**src/rtl/hamming_secded_decoder.sv**
```systemverilog
// Two-stage SECDED Hamming decoder with saturating corrected/uncorrectable event counters.
// Latency 2 cycles, 1 word/cycle; S2 holds under out backpressure, S1 and in_ready follow without a bubble.
module hamming_secded_decoder #(
    parameter int N     = 8,
    parameter int R     = 4,
    parameter int CNT_W = 16
) (
    input  logic             clk,
    input  logic             rst,
    input  logic             in_valid,
    output logic             in_ready,
    input  logic [N+R:0]     in_code,
    output logic             out_valid,
    input  logic             out_ready,
    output logic [N-1:0]     out_data,
    output logic             out_corrected,
    output logic             out_uncorrectable,
    output logic [R-1:0]     out_syndrome,
    output logic [CNT_W-1:0] corr_count,
    output logic [CNT_W-1:0] uncorr_count,
    input  logic             cnt_clr
);
    localparam int M = N + R;

    generate
        if ((2 ** R) < (M + 1)) begin : g_bad_params
            $fatal(1, "hamming_secded_decoder: 2^R must be >= N+R+1");
        end
    endgenerate

    // Position of the i-th data bit: i-th non-power-of-2 position, ascending.
    function automatic int data_pos(input int i);
        int cnt;
        int pos;
        cnt = 0;
        pos = 0;
        for (int j = 1; j <= M; j++) begin
            if ((j & (j - 1)) != 0) begin
                if (cnt == i) pos = j;
                cnt++;
            end
        end
        return pos;
    endfunction

    logic [R-1:0] syn_c;
    logic         par_c;

    always_comb begin
        syn_c = '0;
        for (int k = 0; k < R; k++) begin
            for (int j = 1; j <= M; j++) begin
                if (((j >> k) & 1) == 1) syn_c[k] = syn_c[k] ^ in_code[j];
            end
        end
        par_c = ^in_code;
    end

    logic         s1_valid;
    logic [M:0]   s1_code;
    logic [R-1:0] s1_syn;
    logic         s1_par;
    logic         s2_adv;

    assign s2_adv   = !out_valid || out_ready;
    assign in_ready = !s1_valid || s2_adv;

    always_ff @(posedge clk or posedge rst) begin
        if (rst) begin
            s1_valid <= 1'b0;
            s1_code  <= '0;
            s1_syn   <= '0;
            s1_par   <= 1'b0;
        end else if (in_ready) begin
            s1_valid <= in_valid;
            if (in_valid) begin
                s1_code <= in_code;
                s1_syn  <= syn_c;
                s1_par  <= par_c;
            end
        end
    end

    logic         syn_nz;
    logic         in_range;
    logic         flip;
    logic         corr_c;
    logic         uncorr_c;
    logic [M:0]   flip_mask;
    logic [M:0]   fixed_code;
    logic [N-1:0] data_c;

    always_comb begin
        syn_nz    = |s1_syn;
        in_range  = (int'(s1_syn) <= M);
        flip      = s1_par && syn_nz && in_range;
        // Odd parity with zero syndrome is the overall-parity bit itself: counted, nothing to flip.
        corr_c    = s1_par && (!syn_nz || in_range);
        uncorr_c  = syn_nz && (!s1_par || !in_range);
        flip_mask = '0;
        flip_mask[0] = flip;
        fixed_code = s1_code ^ (flip_mask << s1_syn);
        data_c = '0;
        for (int i = 0; i < N; i++) begin
            data_c[i] = fixed_code[data_pos(i)];
        end
    end

    always_ff @(posedge clk or posedge rst) begin
        if (rst) begin
            out_valid         <= 1'b0;
            out_data          <= '0;
            out_corrected     <= 1'b0;
            out_uncorrectable <= 1'b0;
            out_syndrome      <= '0;
        end else if (s2_adv) begin
            out_valid <= s1_valid;
            if (s1_valid) begin
                out_data          <= data_c;
                out_corrected     <= corr_c;
                out_uncorrectable <= uncorr_c;
                out_syndrome      <= s1_syn;
            end
        end
    end

    logic out_hs;
    assign out_hs = out_valid && out_ready;

    always_ff @(posedge clk or posedge rst) begin
        if (rst) begin
            corr_count   <= '0;
            uncorr_count <= '0;
        end else if (cnt_clr) begin
            corr_count   <= '0;
            uncorr_count <= '0;
        end else if (out_hs) begin
            if (out_corrected && (corr_count != '1))
                corr_count <= corr_count + CNT_W'(1);
            if (out_uncorrectable && (uncorr_count != '1))
                uncorr_count <= uncorr_count + CNT_W'(1);
        end
    end

endmodule
```
**config.mk**
```make
export PLATFORM = sky130hd
export DESIGN_NAME = hamming_secded_decoder
export DESIGN_NICKNAME = d
export VERILOG_FILES = /design/src/rtl/hamming_secded_decoder.sv
export SDC_FILE = /design/constraint.sdc
export NUM_CORES = 1
export LEC_CHECK = 0
export ABC_CLOCK_PERIOD_IN_PS = 2600
export CAP_MARGIN = 40
export CORE_UTILIZATION = 35
export DETAILED_ROUTE_END_ITERATION = 12
export GPL_TIMING_DRIVEN = 0
export PLACE_DENSITY_LB_ADDON = 0.05
export SLEW_MARGIN = 15
export SYNTH_ARGS = -nofsm -noshare
export SYNTH_HDL_FRONTEND = slang
export SYNTH_SLANG_ARGS = --single-unit
```
**constraint.sdc**
```tcl
create_clock -name clk -period 2.6 [get_ports clk]
set_input_delay 0.78 -clock clk [delete_from_list [all_inputs] [get_ports clk]]
set_output_delay 0.78 -clock clk [all_outputs]
set_load 0.005 [all_outputs]
```
# --- Word level (Yosys, flattened, before mapping) ---
# Index checks and enable logic that the tools add are counted.
totals:
  ff_bits: 66
  input_bits: 18
  out_inout_bits: 48
  wordCells: 67
op_classes:
  add_sub_neg: 2
  magnitude_cmp: 1
  eq_ne: 2
  shift: 1
  mux: 6
  n_bitwise: 19
  reduce_logical: 25
op_table:
  columns: ["op", "n"]
  rows:
  - ["16-bit 2-to-1 mux", 6]
  - ["16-bit by 1-bit adder with 16-bit output, second input constant", 2]
  - ["16-bit != test, second input constant", 2]
  - ["1-bit bitwise XOR", 18]
  - ["13-bit parity", 1]
  - ["1-bit by 4-bit << shifter with 13-bit output", 1]
  - ["13-bit bitwise XOR", 1]
  - ["2-bit AND reduction", 4]
  - ["1-bit logical AND", 7]
  - ["2-bit nonzero test", 3]
  - ["1-bit logical NOT", 5]
  - ["4-bit <= comparator, second input constant", 1]
  - ["1-bit logical OR", 4]
  - ["4-bit OR reduction", 1]

# --- Logic depth before layout (Yosys ltp) ---
depth:
  depth_word: 5
  mapped_depth: 6
  ltp_nobuf: 6

# --- Least setup slack after synthesis ---
# No wires, ideal clock.
synth_path:
  path_kind: "input port to flip-flop"
  from: "input port out_ready"
  to: "register s1_code[3]"
  setup_time_ps: 125
  arrival_time_ps: 1847
  required_time_ps: 2475
  setup_slack_ps: 628
  path_stages: 4
  path_buffers: 1
  path_cell_list: "nand3b_1 -> nand2_1 -> clkbuf_1 -> mux2_2"
synth_between:
  elab_chain_cells: 3
synth_rtl:
  columns: ["item", "line_no", "rtl"]
  rows:
  - ["start, declared", "14", "input logic out_ready,"]
  - ["1-bit logical OR", "65", "assign s2_adv = !out_valid || out_ready;"]
  - ["1-bit logical OR", "66", "assign in_ready = !s1_valid || s2_adv;"]
  - ["2-bit AND reduction (no source line)", null, null]
  - ["end signal, assigned", "77", "s1_code <= in_code;"]
  - ["end, declared", "60", "logic [M:0] s1_code;"]
# No other way between the ends.
# A chain may end at the register's enable or synchronous reset.

# --- Final worst setup path ---
layout_path:
  from: "input port out_ready"
  to: "output port in_ready"
layout_between:
  elab_chain_cells: 2
layout_rtl:
  columns: ["item", "line_no", "rtl"]
  rows:
  - ["1-bit logical OR", "65", null]
  - ["1-bit logical OR", "66", null]
  - ["end, declared", "11", "output logic in_ready,"]
# No other way between the ends.

==> reports/results.tsv <==
stage	metric	value	unit
run_status	status	finished with violations	
run_status	violations	design-rule violations	
cells_and_area	drive_gt1_share	11.6	%
hold_path	hold_class	flop to flop	
die	coreArea	0.00881	mm^2
routing	routed_wl	6850	um
pwr	total_power	2.71	mW
clock_network	postCtsHoldBufs	0	
synth	ys_seq_area_share	47.5	%
sta	skew	0.0161	ns
pwr	power_per_cell_area	639	mW/mm^2
worst_setup_path	cp.required	1.82	ns
synth	avgSynthCellArea	10.3	um^2
routing	drc	5	
worst_setup_path	crit_type	primary input to primary output	
sta	setup_viol	0	
die	die_y	97.8	um
sta	hold_viol	0	
worst_setup_path	worst_setup_path_end_kind	primary output	
die	die_w	97.8	um
clock_network	insertion_delay	0.34	ns
global_routing	grt_pass1_vias	2364	
sta	slew_viol_final	0	
synth	yosysUniqueCellTypes	46	
synth	synth-edff-count	0	
routing	final_antenna_net_count	0	
die	num_rows	34	
sta	rsz0062_at_grt	no	
global_routing	grt_pass1_wl	11400	um
run	cap_violations	0	
cells_and_area	final_common_cell	clkdlybuf4s50_1	
synth	async_flop_share	100	%
routing	wl_per_cell	13.6	um
sta	max_slew_margin	63.7	%
clock_network	cts-root-buf	clkbuf_8	
clock_network	post_cts_buffers	0	
die	die_area	0.00956	mm^2
place	port_buffers	65	
routing	drtIter0Drc	53	
clock_network	clock_path_buffers	2	
clock_network	htreeDepth	3	
pwr	p_leak	1.61	nW
global_routing	antenna_found_initial	0	
synth	netlist_instances	313	
cells_and_area	finalNetCount	410	
place	dp_hpwl	5020	um
global_routing	grt_start_max_net_pins	42	
sta	fin_crit	2.55	ns
clock_network	cts_tree	built	
cells_and_area	diodes	0	
worst_setup_path	arrival	1.77	ns
synth	ys.flop_type	dfrtp_1	
routing	vias_per_cell	4.89	
sta	worst_pin_slew	0.541	ns
pwr	ir_worst_vdd	0.000314	V
clock_network	cts.sinks	61	
synth	yosys_register_bits	61	
cells_and_area	area_growth	31.8	%
worst_setup_path	startpoint_type	primary input	
synth	syn_area	0.00321	mm^2
clock_network	cts_buffers	9	
die	start_util	36.5	%
place	gp_congestion	0.775	
cells_and_area	final_cell_mix	clkdlybuf4s50_1, dfrtp_1, xnor2_1	
sta	fmax	392	MHz
synth	yosysWarningCount	0	
worst_setup_path	cp_max_fo	4	
synth	synthesis.nets	333	
sta	fin_crit_sh	98.1	%
die	io_pins	66	
global_routing	grt_usage	15.4	%
routing	dr.pass1.iters	8	
clock_network	cts-resized-gates	1	
routing	num_vias	2461	
clock_network	cts.clk_slew.worst_paths	0.07	ns
global_routing	grt_overflow	0	
sta	holdWs	0.484	ns
[metal layers]
layer | up-vias | track usage, % | part of all wire, %
li1 | 1234 | - | -
met1 | 1168 | 19.4 | 47
met2 | 47 | 25.0 | 47
met3 | 12 | 3.51 | 3.7
met4 | 0 | 7.34 | 1.9
met5 | - | 0 | 0
[flip-flops by register name, summed over array words and instances, names as in the netlist]
| register | flops |
|---|---|
| out_data | 8 |
| out_valid | 1 |
| s1_par | 1 |
| out_corrected | 1 |
| out_uncorrectable | 1 |
| uncorr_count | 16 |
| s1_syn | 4 |
| s1_valid | 1 |
| out_syndrome | 4 |
| corr_count | 16 |
| s1_code | 8 |
[final timing paths]
kind                                from         endpoint  depth (start not counted)  slack, ns
max in group asynchronous            rst  uncorr_count[8]                          3       1.35
max reg2reg                corr_count[0]    corr_count[0]                          6       0.62
min in group asynchronous            rst      s1_code[11]                          2       0.74
max                            out_ready         in_ready                          3       0.05
min                          out_data[6]      out_data[6]                          2       0.48
min reg2reg                  out_data[6]      out_data[6]                          2       0.48
[cells in the mapped netlist (2+ instances only)]
cell type | n | share of area [%]
dfrtp_1 | 61 | 48
xnor2_1 | 45 | 12
nor2_1 | 38 | 4.4
nand2_1 | 31 | 3.6
o21ai_0 | 19 | 3.0
mux2_2 | 13 | 4.6
xor2_1 | 10 | 2.7
clkbuf_1 | 9 | 1.1
nand3_1 | 9 | 1.4
nand4_1 | 9 | 1.8
nor3_1 | 9 | 1.4
a21oi_1 | 7 | 1.1
inv_1 | 5 | 0.58
nand2b_1 | 4 | 0.78
a211oi_1 | 3 | 0.70
nand3b_1 | 3 | 0.70
nor4_1 | 3 | 0.58
nor4b_2 | 3 | 1.4
and4_1 | 2 | 0.55
ha_1 | 2 | 0.78
nor4b_1 | 2 | 0.55
or3_1 | 2 | 0.39
[power breakdown]
part	switching, mW	internal (mW)	total (mW)
Sequential	0.0996	1.07	1.17
Combinational	0.267	0.336	0.603
Clock	0.390	0.540	0.930
[worst max-delay path, cell delays in order]
cell             delay (ns)
dlygate4sd2_1          0.30
nand3b_1               0.17
clkdlybuf4s50_1        0.52
[area by class of cell]
class / count / area [um^2]
repair buffers: 66 / 669
flip-flops and latches: 61 / 1530
inverters: 5 / 21.3
well taps: 108 / 135
plain buffers: 10 / 38.8
multi-input cells: 237 / 1630
clock inverters: 6 / 87.6
fillers: 840 / 4570
clock buffers: 10 / 128
[cells by family after synthesis]
| logic type | after synthesis | synth area share (%) |
|---|---|---|
| mux | 14 | 4.87 |
| compound gates | 39 | 8.06 |
| fa+ha+maj | 2 | 0.779 |
| buf+inv | 15 | 1.79 |
| flops | 61 | 47.5 |
| simple gates | 127 | 22.0 |
| xor+xnor | 55 | 15.0 |
[stage by stage]
step                      instance area (um^2)  utilization, %  std cells  setup TNS, ns  setup WS (ns)
after detailed placement                  4020            45.7        487         -0.561         -0.225
after CTS                                 4230            48.1        503              0         0.0343
after global routing                      4230            48.1        503              0        0.00862
after floorplan                           3210               -        313              0          0.307
final                                     4230            48.1        503              0         0.0484
after global placement                    4000            45.4        486         -57.91         -0.945
Note: power is estimated with default switching activity, not from simulation.
